$ cat config.mk
export PLATFORM = sky130hd
export DESIGN_NAME = byte_display_scan_flat
export DESIGN_NICKNAME = d
export VERILOG_FILES = /design/src/rtl/disp_pkg.sv /design/src/rtl/byte_display_scan_if.sv /design/src/rtl/hex_to_sseg.sv /design/src/rtl/byte_display_scan.sv /design/src/flat_wrapper.sv
export SDC_FILE = /design/constraint.sdc
export NUM_CORES = 1
export LEC_CHECK = 0
export CORE_ASPECT_RATIO = 1.1
export CORE_MARGIN = 2
export CORE_UTILIZATION = 55
export DETAILED_ROUTE_END_ITERATION = 12
export PLACE_DENSITY = 0.78
export REMOVE_ABC_BUFFERS = 1
export SLEW_MARGIN = 20
export SYNTH_ARGS = -nofsm -noshare
export SYNTH_HDL_FRONTEND = slang
export SYNTH_HIERARCHICAL = 1
export SYNTH_SLANG_ARGS = --single-unit
$ cat constraint.sdc
create_clock -name clk -period 2.93 [get_ports clk]
set_clock_uncertainty 0.2 [all_clocks]
set_input_delay 0.879 -clock clk [delete_from_list [all_inputs] [get_ports clk]]
set_output_delay 0.879 -clock clk [all_outputs]
set_load 0.02 [all_outputs]
$ cat src/rtl/disp_pkg.sv
// rtl/disp_pkg.sv - shared constants and types for the byte display scanner
package disp_pkg;

    typedef logic [1:0] digit_idx_t;

    localparam digit_idx_t DIG_DATA_LO = 2'd0;
    localparam digit_idx_t DIG_DATA_HI = 2'd1;
    localparam digit_idx_t DIG_CNT_LO  = 2'd2;
    localparam digit_idx_t DIG_CNT_HI  = 2'd3;

    // Active-high {g,f,e,d,c,b,a} codes for hex digits 0..F
    localparam logic [6:0] HEX_SEG [16] = '{
        7'h3F, 7'h06, 7'h5B, 7'h4F, 7'h66, 7'h6D, 7'h7D, 7'h07,
        7'h7F, 7'h6F, 7'h77, 7'h7C, 7'h39, 7'h5E, 7'h79, 7'h71
    };

    function automatic logic [3:0] digit_enable(digit_idx_t idx);
        return ~(4'b0001 << idx);
    endfunction

endpackage

$ cat src/rtl/byte_display_scan_if.sv
// rtl/byte_display_scan_if.sv - capture inputs and display outputs of the scanner
interface byte_display_scan_if;
    logic [7:0] data_in;
    logic       data_valid;
    logic       clr;
    logic       hold;
    logic [6:0] seg;
    logic       dp;
    logic [3:0] an;

    modport master (
        output data_in, data_valid, clr, hold,
        input  seg, dp, an
    );

    modport slave (
        input  data_in, data_valid, clr, hold,
        output seg, dp, an
    );
endinterface

$ cat src/rtl/hex_to_sseg.sv
// rtl/hex_to_sseg.sv - nibble to active-high seven-segment code
module hex_to_sseg
    import disp_pkg::*;
(
    input  logic [3:0] nibble,
    output logic [6:0] code
);
    assign code = HEX_SEG[nibble];
endmodule

$ cat src/rtl/byte_display_scan.sv
// rtl/byte_display_scan.sv - captures a byte and count, scans them onto a 4-digit display
module byte_display_scan
    import disp_pkg::*;
#(
    parameter int SCAN_DIV       = 50000,
    parameter bit SEG_ACTIVE_LOW = 1'b1
) (
    input  logic                clk,
    input  logic                rst,
    byte_display_scan_if.slave  bus
);
    localparam int PW = (SCAN_DIV > 2) ? $clog2(SCAN_DIV) : 1;
    localparam logic [PW-1:0] PS_LAST = PW'(SCAN_DIV - 1);

    logic [7:0]    data_reg;
    logic [7:0]    cnt;
    logic [PW-1:0] prescaler;
    digit_idx_t    digit_idx;
    logic [3:0]    nibble;
    logic [6:0]    code;
    logic          dp_lit;
    logic [3:0]    an_q;
    logic [6:0]    seg_q;
    logic          dp_q;

    // clr outranks capture so a strobe in the clear cycle is dropped
    always_ff @(posedge clk) begin
        if (!rst) begin
            data_reg <= 8'd0;
            cnt      <= 8'd0;
        end else if (bus.clr) begin
            data_reg <= 8'd0;
            cnt      <= 8'd0;
        end else if (bus.data_valid && !bus.hold) begin
            data_reg <= bus.data_in;
            cnt      <= cnt + 8'd1;
        end
    end

    always_ff @(posedge clk) begin
        if (!rst) begin
            prescaler <= '0;
            digit_idx <= DIG_DATA_LO;
        end else if (prescaler == PS_LAST) begin
            prescaler <= '0;
            digit_idx <= digit_idx + 2'd1;
        end else begin
            prescaler <= prescaler + 1'b1;
        end
    end

    always_comb begin
        nibble = data_reg[3:0];
        unique case (digit_idx)
            DIG_DATA_LO: nibble = data_reg[3:0];
            DIG_DATA_HI: nibble = data_reg[7:4];
            DIG_CNT_LO:  nibble = cnt[3:0];
            DIG_CNT_HI:  nibble = cnt[7:4];
        endcase
    end

    hex_to_sseg u_hex (
        .nibble (nibble),
        .code   (code)
    );

    assign dp_lit = (digit_idx == DIG_CNT_LO) && bus.hold;

    // Output stage is registered so an/seg/dp switch together on one edge
    always_ff @(posedge clk) begin
        if (!rst) begin
            an_q  <= digit_enable(DIG_DATA_LO);
            seg_q <= HEX_SEG[0] ^ {7{SEG_ACTIVE_LOW}};
            dp_q  <= SEG_ACTIVE_LOW;
        end else begin
            an_q  <= digit_enable(digit_idx);
            seg_q <= code ^ {7{SEG_ACTIVE_LOW}};
            dp_q  <= dp_lit ^ SEG_ACTIVE_LOW;
        end
    end

    assign bus.an  = an_q;
    assign bus.seg = seg_q;
    assign bus.dp  = dp_q;

endmodule

$ cat src/flat_wrapper.sv
// flat-port wrapper written by rule: the top's interface ports become plain ports
module byte_display_scan_flat import disp_pkg::*;
#(
    parameter int SCAN_DIV       = 50000,
    parameter bit SEG_ACTIVE_LOW = 1'b1
)
  (clk, rst, bus_data_in, bus_data_valid, bus_clr, bus_hold, bus_seg, bus_dp, bus_an);
  byte_display_scan_if bus_i ();
  input  logic clk;
  input  logic rst;
  input wire logic [$bits(bus_i.data_in)-1:0] bus_data_in;
  input wire logic [$bits(bus_i.data_valid)-1:0] bus_data_valid;
  input wire logic [$bits(bus_i.clr)-1:0] bus_clr;
  input wire logic [$bits(bus_i.hold)-1:0] bus_hold;
  output wire logic [$bits(bus_i.seg)-1:0] bus_seg;
  output wire logic [$bits(bus_i.dp)-1:0] bus_dp;
  output wire logic [$bits(bus_i.an)-1:0] bus_an;
  assign bus_i.data_in = bus_data_in;
  assign bus_i.data_valid = bus_data_valid;
  assign bus_i.clr = bus_clr;
  assign bus_i.hold = bus_hold;
  assign bus_seg = bus_i.seg;
  assign bus_dp = bus_i.dp;
  assign bus_an = bus_i.an;
  byte_display_scan #(.SCAN_DIV(SCAN_DIV), .SEG_ACTIVE_LOW(SEG_ACTIVE_LOW)) u_core (.clk(clk), .rst(rst), .bus(bus_i));
endmodule
Yosys cells after proc, flatten, opt, wreduce, memory -nomap -nowiden
Memory sizes are Yosys's and may differ from the RTL's.
Index checks and enable logic that the tools add are counted.
Widths: inputs -> output; s select.
Cells by class
  equal/unequal tests: 4
  bitwise logic cells: 5
  shifts and indexed selects: 1
  $lt $le $gt $ge: 1
  muxes and demuxes: 3
  reduce and logical (&&, ||, !) cells: 6
  add/sub/neg operators: 3
Operators with widths (number)
  $add 16x1->16 const B: 1
  $eq 16x16->1 const B: 1
  $pmux 4 s4: 1
  $mux 7: 2
  $add 8x1->8 const B: 1
  $not 7->7: 1
  $ge 5x5->1 const B: 1
  $not 4->5: 1
  $eq 2x2->1 const B: 2
  $not 4->4: 1
  $reduce_or 2->1: 2
  $shl 1x2->4 const A: 1
  $add 2x1->2 const B: 1
  $eq 2x1->1 const B: 1
  $logic_and 1x1->1: 2
  $logic_not 2->1: 1
  $not 1->1: 2
  $logic_not 1->1: 1
Word-level totals
  memories: 1
  bits in read-only memories: 112
  logic and storage cells: 31
  bits of input ports: 13
  output and inout bits: 12
  bits in registers: 46
Memories
  (no name shown): depth 16, bits a word 7, read ports 1, clocked after memory_dff 0, write ports 0, line hex_to_sseg.sv:8  | assign code = HEX_SEG[nibble];

Depth between registers and ports, before layout
  depth after elaboration: 7
  mapped depth: 9
  depth with buffers taken out: 9

Hierarchy
Netlist, hierarchy kept.
Modules (own cells, without submodules)
  byte_display_scan: instances 1, cells each 204, area an instance 1876.8 µm²
  hex_to_sseg: instances 1, cells each 33, area an instance 290.3 µm²

Least setup slack after synthesis
Ideal clock, no wire load.
  path type: register -> register
  from: register u_core.digit_idx[0]
  to: register u_core.seg_q[3], in the netlist u_core/bus.seg[3]
  slack: 0.518 ns
  cell stages (with the launch flop): 9
  required time: 2.665 ns
  path buffers: 1
  data arrival time: 2.146 ns
  cells stage by stage: dfxtp_1 inv_1 ha_1 buf_1 mux2i_1 inv_1 ha_1 mux4_1 nor2b_1
Between the ends
  longest elaborated chain between the ends: 7
Ends and longest elaborated chain
  start: declaration: line byte_display_scan.sv:18  | digit_idx_t digit_idx;
  start signal: assignment: line byte_display_scan.sv:46  | digit_idx <= digit_idx + 2'd1;
  $eq 2x2->1, or another cell as far along: line byte_display_scan.sv:54  | unique case (digit_idx)
  $pmux 4 s4 (*): line byte_display_scan.sv:54
  net u_core.nibble[1]: line byte_display_scan.sv:19  | logic [3:0] nibble;
  $not 4->5 (implied by the code) (*): line hex_to_sseg.sv:8
  $mem_v2 16x7 (*)
  $mux 7 (implied by the code) (*) (2 in a row): line hex_to_sseg.sv:8
  net u_core.code[3]: line byte_display_scan.sv:20  | logic [6:0] code;
  $not 7->7 (no source line) (*)
  end signal: assignment: line byte_display_scan.sv:73  | seg_q <= HEX_SEG[0] ^ {7{SEG_ACTIVE_LOW}};
  end signal: assignment: line byte_display_scan.sv:77  | seg_q <= code ^ {7{SEG_ACTIVE_LOW}};
  end: declaration: line byte_display_scan.sv:23  | logic [6:0] seg_q;
Mark *: on every way through the listed nets, which the timed path passes. The rest lies on a longest branch. The select of a mux whose other input is x is not followed.
A chain may end at the register's enable or synchronous reset.

Worst setup path after layout
Same ends and word-level chain as after synthesis.

==> metrics.md <==
| Metric | Value |
|---|---|
| Status | finished clean |
| Num CTS Buffers | 5 |
| Final setup viols | 0 |
| Post-DP HPWL | 2860 um |
| Layout cell share with drive strength beyond 1 | 6.54% |
| Met1 usage | 27.1% |
| Hold path endpoint | u_core/data_reg[0]$_SDFFE_PP0P_ |
| Routed WL | a little under 4000 um |
| CTS Root Cell | clkbuf_8 |
| Reg2reg start | u_core/digit_idx[0]$_SDFFE_PN0N_ |
| RSZ-0062 raised after global routing | no |
| Syn Inst Count | 237 |
| Crit. End Element | flip-flop |
| First-pass DRT Iterations | 5 |
| Syn-to-layout area delta | 17.0% |
| Core Region | 0.00371 mm2 |
| Average cell area after synthesis | 9.14 um2 |
| Yosys warnings | 6 |
| GRT Total Usage | approximately a fifth |
| Clock tree buffer depth | 2 |
| CTS HTree Levels | 2 |
| Post-placement cell count | 302 |
| M3 GR Usage | 4.71% |
| ANT cells | 0 |
| Worst-path clk slew | approximately 80 ps |
| Die Area | 0.00446 mm2 |
| Finished Cell Area | 0.00253 mm2 |
| First-pass GRT wire length | 6850 um |
| Top Usage Layer GRT | met2 |
| Vias/cell | 5.23 |
| Total number of vias | 1620 |
| Clock Latency Late Sink | 290 ps |
| Min Tclk post-route | 2590 ps |
| Internal reg-to-reg setup slack | approximately 340 ps |
| Adder-Cell Fraction of Synth Area | 8.08% |
| EDFF count, synth | 0 |
| Post-DR wirelength/cell | roughly 13 um |
| Iteration-0 DRC Markers | 96 |
| CTS tree | yes |
| FMAX | 387 MHz |
| Final nets | 286 |
| Largest register FFs | 16 |
| Initial antenna violation count | 0 |
| Mux contribution to synthesized area | 6.18% |
| Final Hold Fails | 0 |
| Min-delay src | u_core/data_reg[0]$_SDFFE_PP0P_ |
| Placed cell area | around 0.0024 mm2 |
| Synth Area in Compound Gates | 6.81% |
| Hold WC Path Type | reg -> reg |
| I/O pins | 25 |
| Die height | 69.8 um |
| Post-Syn Area | 0.00217 mm2 |
| PortBufs | 24 |
| Sequential area share after synthesis | between 40% and 50% |
| Pin count of the biggest net entering global routing | 18 |
| Hold path cells | 2 |
| Critical Path Source Type | flip-flop |
| Vias in the first global route | 1480 |
| Hold-fix buffers, CTS | 0 |
| Top FF cell, synth | dfxtp_1 |
| Remaining DRCs | 0 |
| Synth Area in XOR/XNOR | a little over 8% |
| Final Cycle Share | 88.2% |
| Async S/R FF share, synth | 0% |
| Critical path type | reg -> reg |
| DRT antenna net count | 0 |
| Largest family of logic cells by synthesized area | simple AND/OR/NAND/NOR gates |
| Leakage | 0.909 nW |
| Initial Util | 58.4% |
| Postcts setup bufs | 0 |
| Register bit total from synthesis | 46 |
| Die W | 63.9 um |
| Grt ovf | 0 |
| Synth Area in Simple Gates | roughly a quarter |
| CTS resizes | 0 |
| Gpl congestion | ~0.85 |
| Fin. max-slew vios | 0 |
| Worst path required time | 2960 ps |
| Pwr dens | ~450 mW/mm2 |
| Worst VDD drop | 0.000247 V |
| Critical Path AT | 2620 ps |
| Rows | 23 |
| Layout Cells excl Fill | slightly above 300 |
| Slew headroom | between 40% and 50% |
| Grt met2 use | 28.9% |
| R2R depth | 7 |
| Max-Cap Viols | 0 |
| Worst Path Max Fanout | 4 |
| Count of cell types in the netlist | 38 |
| Reg2Reg Capture Point | u_core/bus.seg[3]$_SDFF_PN0_ |
| Total clock sinks | 46 |
| Actual slew at the worst max-slew pin | 859 ps |
| Setup TNS Final | 0 ps |
-- cells in the final DEF (no fill, tap or decap), types with 2 or more instances in the layout --
cell	instances
dfxtp_1	46
nand2_1	31
clkdlybuf4s50_1	24
nor2_1	20
a21oi_1	14
ha_1	14
inv_1	12
xor2_1	11
nor2b_1	10
xnor2_1	9
clkbuf_8	7
nand4_1	7
mux2i_1	6
nand3_1	5
nor3_1	5
a222oi_1	4
nand2b_1	3
and3_1	3
nor4_1	3
o21ai_0	2
or3_1	2
or4_1	2
and2_1	2
buf_4	2
mux2_2	2
-- critical path, cell delays in order (launching register included) --
cell,delay (ps)
dfxtp_1,350
inv_1,120
ha_1,310
mux2i_1,420
inv_1,170
ha_1,350
mux4_1,490
nor2b_1,110
-- worst max path at each step --
| stage | start | end | slack [ps] |
|---|---|---|---|
| floorplan | u_core/digit_idx[0]$_SDFFE_PN0N_ | u_core/bus.seg[3]$_SDFF_PN0_ | 470 |
| global placement | u_core/digit_idx[0]$_SDFFE_PN0N_ | u_core/bus.seg[3]$_SDFF_PN0_ | 270 |
| detailed placement | u_core/digit_idx[0]$_SDFFE_PN0N_ | u_core/bus.seg[3]$_SDFF_PN0_ | 170 |
| CTS | u_core/digit_idx[0]$_SDFFE_PN0N_ | u_core/bus.seg[3]$_SDFF_PN0_ | 140 |
| global route | u_core/digit_idx[0]$_SDFFE_PN0N_ | u_core/bus.seg[3]$_SDFF_PN0_ | 120 |
| finish | u_core/digit_idx[0]$_SDFFE_PN0N_ | u_core/bus.seg[3]$_SDFF_PN0_ | 340 |
-- kinds of logic after synthesis --
group           after synthesis
compound gates               23
xor+xnor                     20
fa+ha+maj                    14
buf+inv                      23
flops                        46
mux                          11
simple gates                100
-- synth_stat cells (all sizes together), types with 2 or more instances --
| cell type | count | area [um2] |
|---|---|---|
| a222oi | 4 | 40.0 |
| and3 | 3 | 18.8 |
| nand2 | 32 | 128 |
| nor2b | 10 | 62.6 |
| xor2 | 11 | 96.3 |
| or4 | 3 | 26.3 |
| buf | 6 | 40.0 |
| xnor2 | 9 | 78.8 |
| inv | 12 | 45.0 |
| mux2i | 7 | 70.1 |
| o21ai | 2 | 10.0 |
| nand3 | 5 | 25.0 |
| mux2 | 3 | 37.5 |
| ha | 14 | 175 |
| nand4 | 7 | 43.8 |
| or3 | 2 | 12.5 |
| nor2 | 20 | 75.1 |
| nor3 | 5 | 25.0 |
| and2 | 2 | 12.5 |
| dfxtp | 46 | 921 |
| clkbuf | 5 | 18.8 |
| nand2b | 3 | 18.8 |
| nor4 | 3 | 18.8 |
| a21oi | 14 | 70.1 |
-- per-stage QoR --
stage	setup WS (ps)	total power [W]	utilization (%)	hold WS (ps)
final	344	0.00113	68.3	261
after global routing	115	0.00118	68.3	277
after CTS	141	0.00115	68.2	264
after detailed placement	170	0.000724	65.4	252
after global placement	270	0.000723	65.4	246
after floorplan	466	0.000689	-	236
-- per-layer routing --
metal / vias up / part of all wire [%]
met4: 0 / 1.4
met1: 726 / 50
met5: - / 0
met3: 7 / 4.3
met2: 45 / 44
li1: 842 / -
-- power breakdown --
part / internal [W] / total (W) / switching, W
Clock: 0.000216 / 0.000424 / 0.000208
Combinational: 0.0000357 / 0.0000696 / 0.0000339
Sequential: 0.000633 / 0.000640 / 0.00000664
-- layout make-up --
class / count / area [um2]
Sequential cell: 46 / 921
Fill cell: 299 / 1180
Clock inverter: 1 / 8.76
Multi-Input combinational cell: 168 / 1150
Inverter: 12 / 45.0
Clock buffer: 7 / 96.3
Tap cell: 50 / 62.6
Timing Repair Buffer: 26 / 255
No activity file was read; power rests on OpenSTA's default activity.
==> patch 1, RTL diff (same flow settings) <==
`SCAN_DIV` is set to 50000 in 2 places; all go to 12500.
--- a/src/rtl/byte_display_scan.sv
+++ b/src/rtl/byte_display_scan.sv
@@ -3,5 +3,5 @@
     import disp_pkg::*;
 #(
-    parameter int SCAN_DIV       = 50000,
+    parameter int SCAN_DIV       = 12500,
     parameter bit SEG_ACTIVE_LOW = 1'b1
 ) (
--- a/src/flat_wrapper.sv
+++ b/src/flat_wrapper.sv
@@ -2,5 +2,5 @@
 module byte_display_scan_flat import disp_pkg::*;
 #(
-    parameter int SCAN_DIV       = 50000,
+    parameter int SCAN_DIV       = 12500,
     parameter bit SEG_ACTIVE_LOW = 1'b1
 )
Behaviour: same outputs for any inputs over 10 cycles, from zero or initial values and one cycle with rst low; that may be too few to reach the edited logic, so the function may still have changed.
==> patch 1 against the original RTL <==
- count of clock-buffer cells in the layout down 2
- worst setup slack worse by 0.10 ns
- sequential power down 4.5%
- largest power group unchanged
- sequential cell count down 2
- fmax down 3.9%
- die area down 3.6%
- total power up 1.2%
- area after synthesis down 3.9%
- combinational power up 3.7%
- routed wire length down 5.3%
- cell area down 3.0%
==> patch 1: results (changes against the original RTL) <==
GRT
  – Vias in the first global route: 1395 (was 1480)
  – Largest net degree at the start of global routing: 17 (was 18)
  – First-pass GRT wire length: 6.26 mm (was 6.85 mm)

Worst setup path
  – Critical-path maximum fanout: 5 (was 4)
  – Flop2flop setup slack: 0.24 ns (was 0.34 ns)

Logic synthesis
  – Commonest cells in the netlist: 44 x dfxtp_1, 28 x nand2_1, 19 x nor2_1 (was 46 x dfxtp_1, 31 x nand2_1, 20 x nor2_1)
  – Post-synthesis compound-gate area fraction: 6.79% (was 6.81%)
  – Adder-Cell Fraction of Synth Area: 8.41% (was 8.08%)
  – Post-Synth XOR/XNOR Area: 7.99% (was 8.08%)
  – Mux contribution to synthesized area: 6.43% (was 6.18%)
  – Largest cells by area after synthesis: dfxtp_1 42%, ha_1 8.4%, xor2_1 6.7%, nand2_1 5.0%, nor2_1 3.4% (was dfxtp_1 42%, ha_1 8.1%, nand2_1 5.4%, xor2_1 4.4%, xnor2_1 3.6%)
  – Cells after Synth: 226 (was 237)

Route
  – DR vias: 1562 (was 1620)
  – DRT Wirelength: 3.72 mm (was 3.93 mm)

Outcome
  – Outcome: finished clean (unchanged)

Finish
  – Max reg flops: 14 (was 16)
  – Layout cells sized above 1: 8.03% (was 6.54%)
  – Register area: 881 um^2 (was 921 um^2)
  – Fillcell total: 307 (was 299)
  – Nets@finish: 275 (was 286)

STA
  – Slew Limit Headroom: 59.5% (was 41.1%)

Power and ir drop
  – Leak: 0.916 nW (was 0.909 nW)
  – Worst vdd rail ir drop: 0.279 mV (was 0.247 mV)

Placement
  – DPL Wire Length: 2.61 mm (was 2.86 mm)
  – Placed Area: 2340 um^2 (was 2430 um^2)
## patch 1: cell types whose count changed in the layout (fill, tap and decap cells not counted), moves of 2 or more
| cell | before | now |
|---|---|---|
| dfxtp_1 | 46 | 44 |
| a21oi_1 | 14 | 12 |
| nor4_1 | 3 | 0 |
| nor4b_1 | 0 | 2 |
| or4_1 | 2 | 0 |
| clkbuf_8 | 7 | 5 |
| nand4_1 | 7 | 10 |
| and2_1 | 2 | 4 |
| nand2_1 | 31 | 28 |
| nor3_1 | 5 | 2 |
| buf_4 | 2 | 4 |
| xor2_1 | 11 | 16 |
| xnor2_1 | 9 | 3 |
## patch 1: routing by layer
layer / up-vias / wire [um] / track usage [%]
met5: - / 0 / 0
met4: 0 / 74 / 9.17
met3: 7 / 131 / 3.90
met2: 32 / 1810 / 32.1
met1: 725 / 1710 / 23.1
li1: 798 / - / -
## patch 1: worst paths after layout
check | end | startpoint | cells past startpoint
worst max register to register | u_core/bus.seg[3] | u_core/digit_idx[1] | 9
worst min-delay path | u_core/prescaler[0] | u_core/prescaler[0] | 1
worst min register to register | u_core/prescaler[0] | u_core/prescaler[0] | 1
worst max-delay path | u_core/bus.seg[3] | u_core/digit_idx[1] | 9
## patch 1: critical path: cells and delay by family, from the launching register on
| family | cells | cell delay [ns] |
|---|---|---|
| compound gates | 1 | 0.39 |
| buf+inv | 3 | 0.32 |
| flops | 1 | 0.40 |
| fa+ha+maj | 2 | 0.54 |
| mux | 2 | 0.68 |
| simple gates | 1 | 0.11 |
## patch 1: cells by family after synthesis
logic type | Yosys count
and+or+nand+nor | 93
DFF | 44
buffers and inverters | 24
AOI/OAI and AO/OA | 21
xor gates and xnor gates | 19
adders and majority gates | 14
muxes | 11
## patch 1: metrics by stage
step | setup slack [ns] | hold WS, ns | power (mW)
2_1_floorplan | 0.466 | 0.213 | 0.662
3_3_place_gp | 0.310 | 0.226 | 0.697
3_5_place_dp | 0.221 | 0.234 | 0.698
4_1_cts | 0.199 | 0.248 | 1.15
5_1_grt | 0.0447 | 0.269 | 1.19
6_report | 0.241 | 0.247 | 1.15
## patch 1: cell type report
type	count	share of cell area, %
repair buffers	28	11.0
inverters	11	1.68
well taps	50	2.54
flip-flops and latches	44	35.8
multi-input cells	158	44.4
clock buffers	5	2.80
clock inverters	3	1.73
## patch 1: timing repair
| item | 4_1_cts | 5_1_grt |
|---|---|---|
| resized for setup | 0 | 1 |
| endpoints found under the setup margin | 0 | 1 |
| buffers inserted | 0 | 0 |
## patch 1: power by group through the flow
stage          logic [mW]  clock network [mW]  registers [mW]
2_1_floorplan      0.0349                   0           0.627
3_3_place_gp       0.0712                   0           0.625
3_5_place_dp       0.0720                   0           0.626
4_1_cts            0.0724               0.468           0.611
5_1_grt            0.0809               0.497           0.613
6_report           0.0722               0.463           0.611
==> patch 2, RTL diff (config.mk and constraints unchanged) <==
Made on the original files. Make the reset (`rst`) asynchronous in 3 clocked blocks.
--- a/src/rtl/byte_display_scan.sv
+++ b/src/rtl/byte_display_scan.sv
@@ -25,5 +25,5 @@
 
     // clr outranks capture so a strobe in the clear cycle is dropped
-    always_ff @(posedge clk) begin
+    always_ff @(posedge clk or negedge rst) begin
         if (!rst) begin
             data_reg <= 8'd0;
@@ -38,5 +38,5 @@
     end
 
-    always_ff @(posedge clk) begin
+    always_ff @(posedge clk or negedge rst) begin
         if (!rst) begin
             prescaler <= '0;
@@ -68,5 +68,5 @@
 
     // Output stage is registered so an/seg/dp switch together on one edge
-    always_ff @(posedge clk) begin
+    always_ff @(posedge clk or negedge rst) begin
         if (!rst) begin
             an_q  <= digit_enable(DIG_DATA_LO);
Function: differs if rst is asserted again (counterexample within 4 cycles, from zero or initial values and one cycle with rst low); with rst held inactive, the same outputs for 10 cycles.
==> patch 2 against the original RTL <==
- total power is 2.1% higher
- clock power decreased by 7.5%
- via count down 1.5%
- sequential cell count unchanged
- cell count down 1.9%
- worst setup slack lost 0.0089 ns
- non-clock buffer count is 2 higher
- cell area is 7.3% higher
- area after synthesis grew 8.3%
- routed wire length grew 2.0%
- sequential power up 3%
- critical path type unchanged
- largest power group unchanged
==> patch 2: results (changes against the original RTL) <==
GRT
  – Vias in the first global route: 1581 (was 1480)
  – Total GRT Usage: 19.0% (was 19.4%)
  – Largest net degree at the start of global routing: 47 (was 18)
  – First-pass GRT wire length: 7.07 mm (was 6.85 mm)
  – Initial antenna violation count: 0 (unchanged)

Placement
  – Dpl ws: 0.361 ns (was 0.170 ns)
  – DPL Wire Length: 2.89 mm (was 2.86 mm)
  – Port-buffer cells: 24 (unchanged)
  – Routability Congestion: 0.797 (was 0.846)
  – Placed Area: 2630 um^2 (was 2430 um^2)
  – Cells after DPL: 296 (was 302)

Power and ir drop
  – Tot Pwr: 1.16 mW (was 1.13 mW)
  – Worst vdd rail ir drop: 0.347 mV (was 0.247 mV)
  – Leak: 1.25 nW (was 0.909 nW)
  – Logic power comb: 0.108 mW (was 0.0696 mW)
  – Seq pwr: 0.658 mW (was 0.640 mW)
  – Internal power: 0.890 mW (was 0.885 mW)

Route
  – Drt pass-1 iters: 4 (was 5)
  – DRT Wirelength: 4.01 mm (was 3.93 mm)
  – DR vias: 1596 (was 1620)
  – Initial DRC count: 70 (was 96)
  – Drt wl/cell: 13.2 um (was 12.7 um)

Finish
  – Area growth syn-to-layout: 15.9% (was 17.0%)
  – Layout cells sized above 1: 11.1% (was 6.54%)
  – Antenna diodes: 0 (unchanged)
  – Fillcell total: 316 (was 299)
  – Max reg flops: 16 (unchanged)
  – Nets@finish: 278 (was 286)

Worst setup path
  – Critical-path maximum fanout: 6 (was 4)
  – CP arrival: 2.63 ns (was 2.62 ns)
  – Crit path largest cell delay: 0.48 ns

Min path
  – Min-delay worst type: register to register (unchanged)

Logic synthesis
  – Register area share after synthesis: 49.3% (was 42.5%)
  – Largest cells by area after synthesis: dfrtp_1 44%, ha_1 7.5%, dfstp_2 5.6%, xnor2_1 4.9%, nand2_1 4.5% (was dfxtp_1 42%, ha_1 8.1%, nand2_1 5.4%, xor2_1 4.4%, xnor2_1 3.6%)
  – Cells after Synth: 224 (was 237)
  – Ys flop type: dfrtp_1 (was dfxtp_1)
  – Ys async rst share: 100% (was 0%)
  – Cell variety after synth: 35 (was 38)
  – Commonest cells in the netlist: 41 x dfrtp_1, 28 x nand2_1, 23 x inv_1 (was 46 x dfxtp_1, 31 x nand2_1, 20 x nor2_1)
  – Yosys warns: 6 (unchanged)

Outcome
  – Outcome: finished clean (unchanged)

CTS
  – Post-CTS Resized: 0 (unchanged)
  – Num CTS Buffers: 5 (unchanged)
  – Root Driver: clkbuf_8 (unchanged)
  – Register clock-pin slew on the reported worst setup and hold paths: 0.08 ns (about the same)
  – CTS HTree Levels: 2 (unchanged)
  – Worst-skew pair later-pin latency: 0.30 ns

STA
  – Slew Limit Headroom: 34.1% (was 41.1%)
==> patch 2: cell types whose count changed after synthesis, moves of 4 or more <==
cell and change:
xnor2_1 +4, dfrtp_1 +41, dfstp_2 +5, nor2b_1 -7, dfxtp_1 -46, inv_1 +11
==> patch 2: cell families after synthesis <==
logic type	synth area share, %
buffers and inverters	5.71
AO/OA/AOI/OAI	5.44
adder cells (fa/ha/maj)	7.47
flip-flops	49.3
XOR/XNOR	8.21
AND/OR/NAND/NOR	18.1
multiplexers	5.76
==> patch 2: final cells by class <==
type                       count  area share, %
sequential                    46           42.5
multi-input combinational    147           38.8
timing repair buffer          28           9.75
clock buffer                   7           3.17
inverter                      23           3.17
tap                           52           2.39
clock inverter                 1          0.184
==> patch 2: worst max-delay path: cells and delay by family (launching register included) <==
| family | cells | cell delay (ns) |
|---|---|---|
| flip-flops | 1 | 0.40 |
| adder cells (fa/ha/maj) | 2 | 0.60 |
| AO/OA/AOI/OAI | 1 | 0.13 |
| multiplexers | 2 | 0.83 |
| buffers and inverters | 3 | 0.37 |
==> patch 2: worst paths after layout <==
kind	start	to	slack, ns	cells after the start
max	u_core/digit_idx[0]	u_core/bus.seg[3]	0.34	8
min	u_core/prescaler[0]	u_core/prescaler[0]	0.28	1
max reg2reg	u_core/digit_idx[0]	u_core/bus.seg[3]	0.34	8
min reg2reg	u_core/prescaler[0]	u_core/prescaler[0]	0.28	1
max in group asynchronous	rst	u_core/bus.an[1]	1.67	2
min in group asynchronous	rst	u_core/bus.seg[1]	0.45	2
==> patch 2: metal layers <==
layer / wire length (um) / track usage [%] / up-vias
li1: - / - / 799
met1: 1800 / 24.4 / 761
met2: 2030 / 32.2 / 31
met3: 131 / 4.19 / 5
met4: 45 / 5.22 / 0
met5: 0 / 0 / -
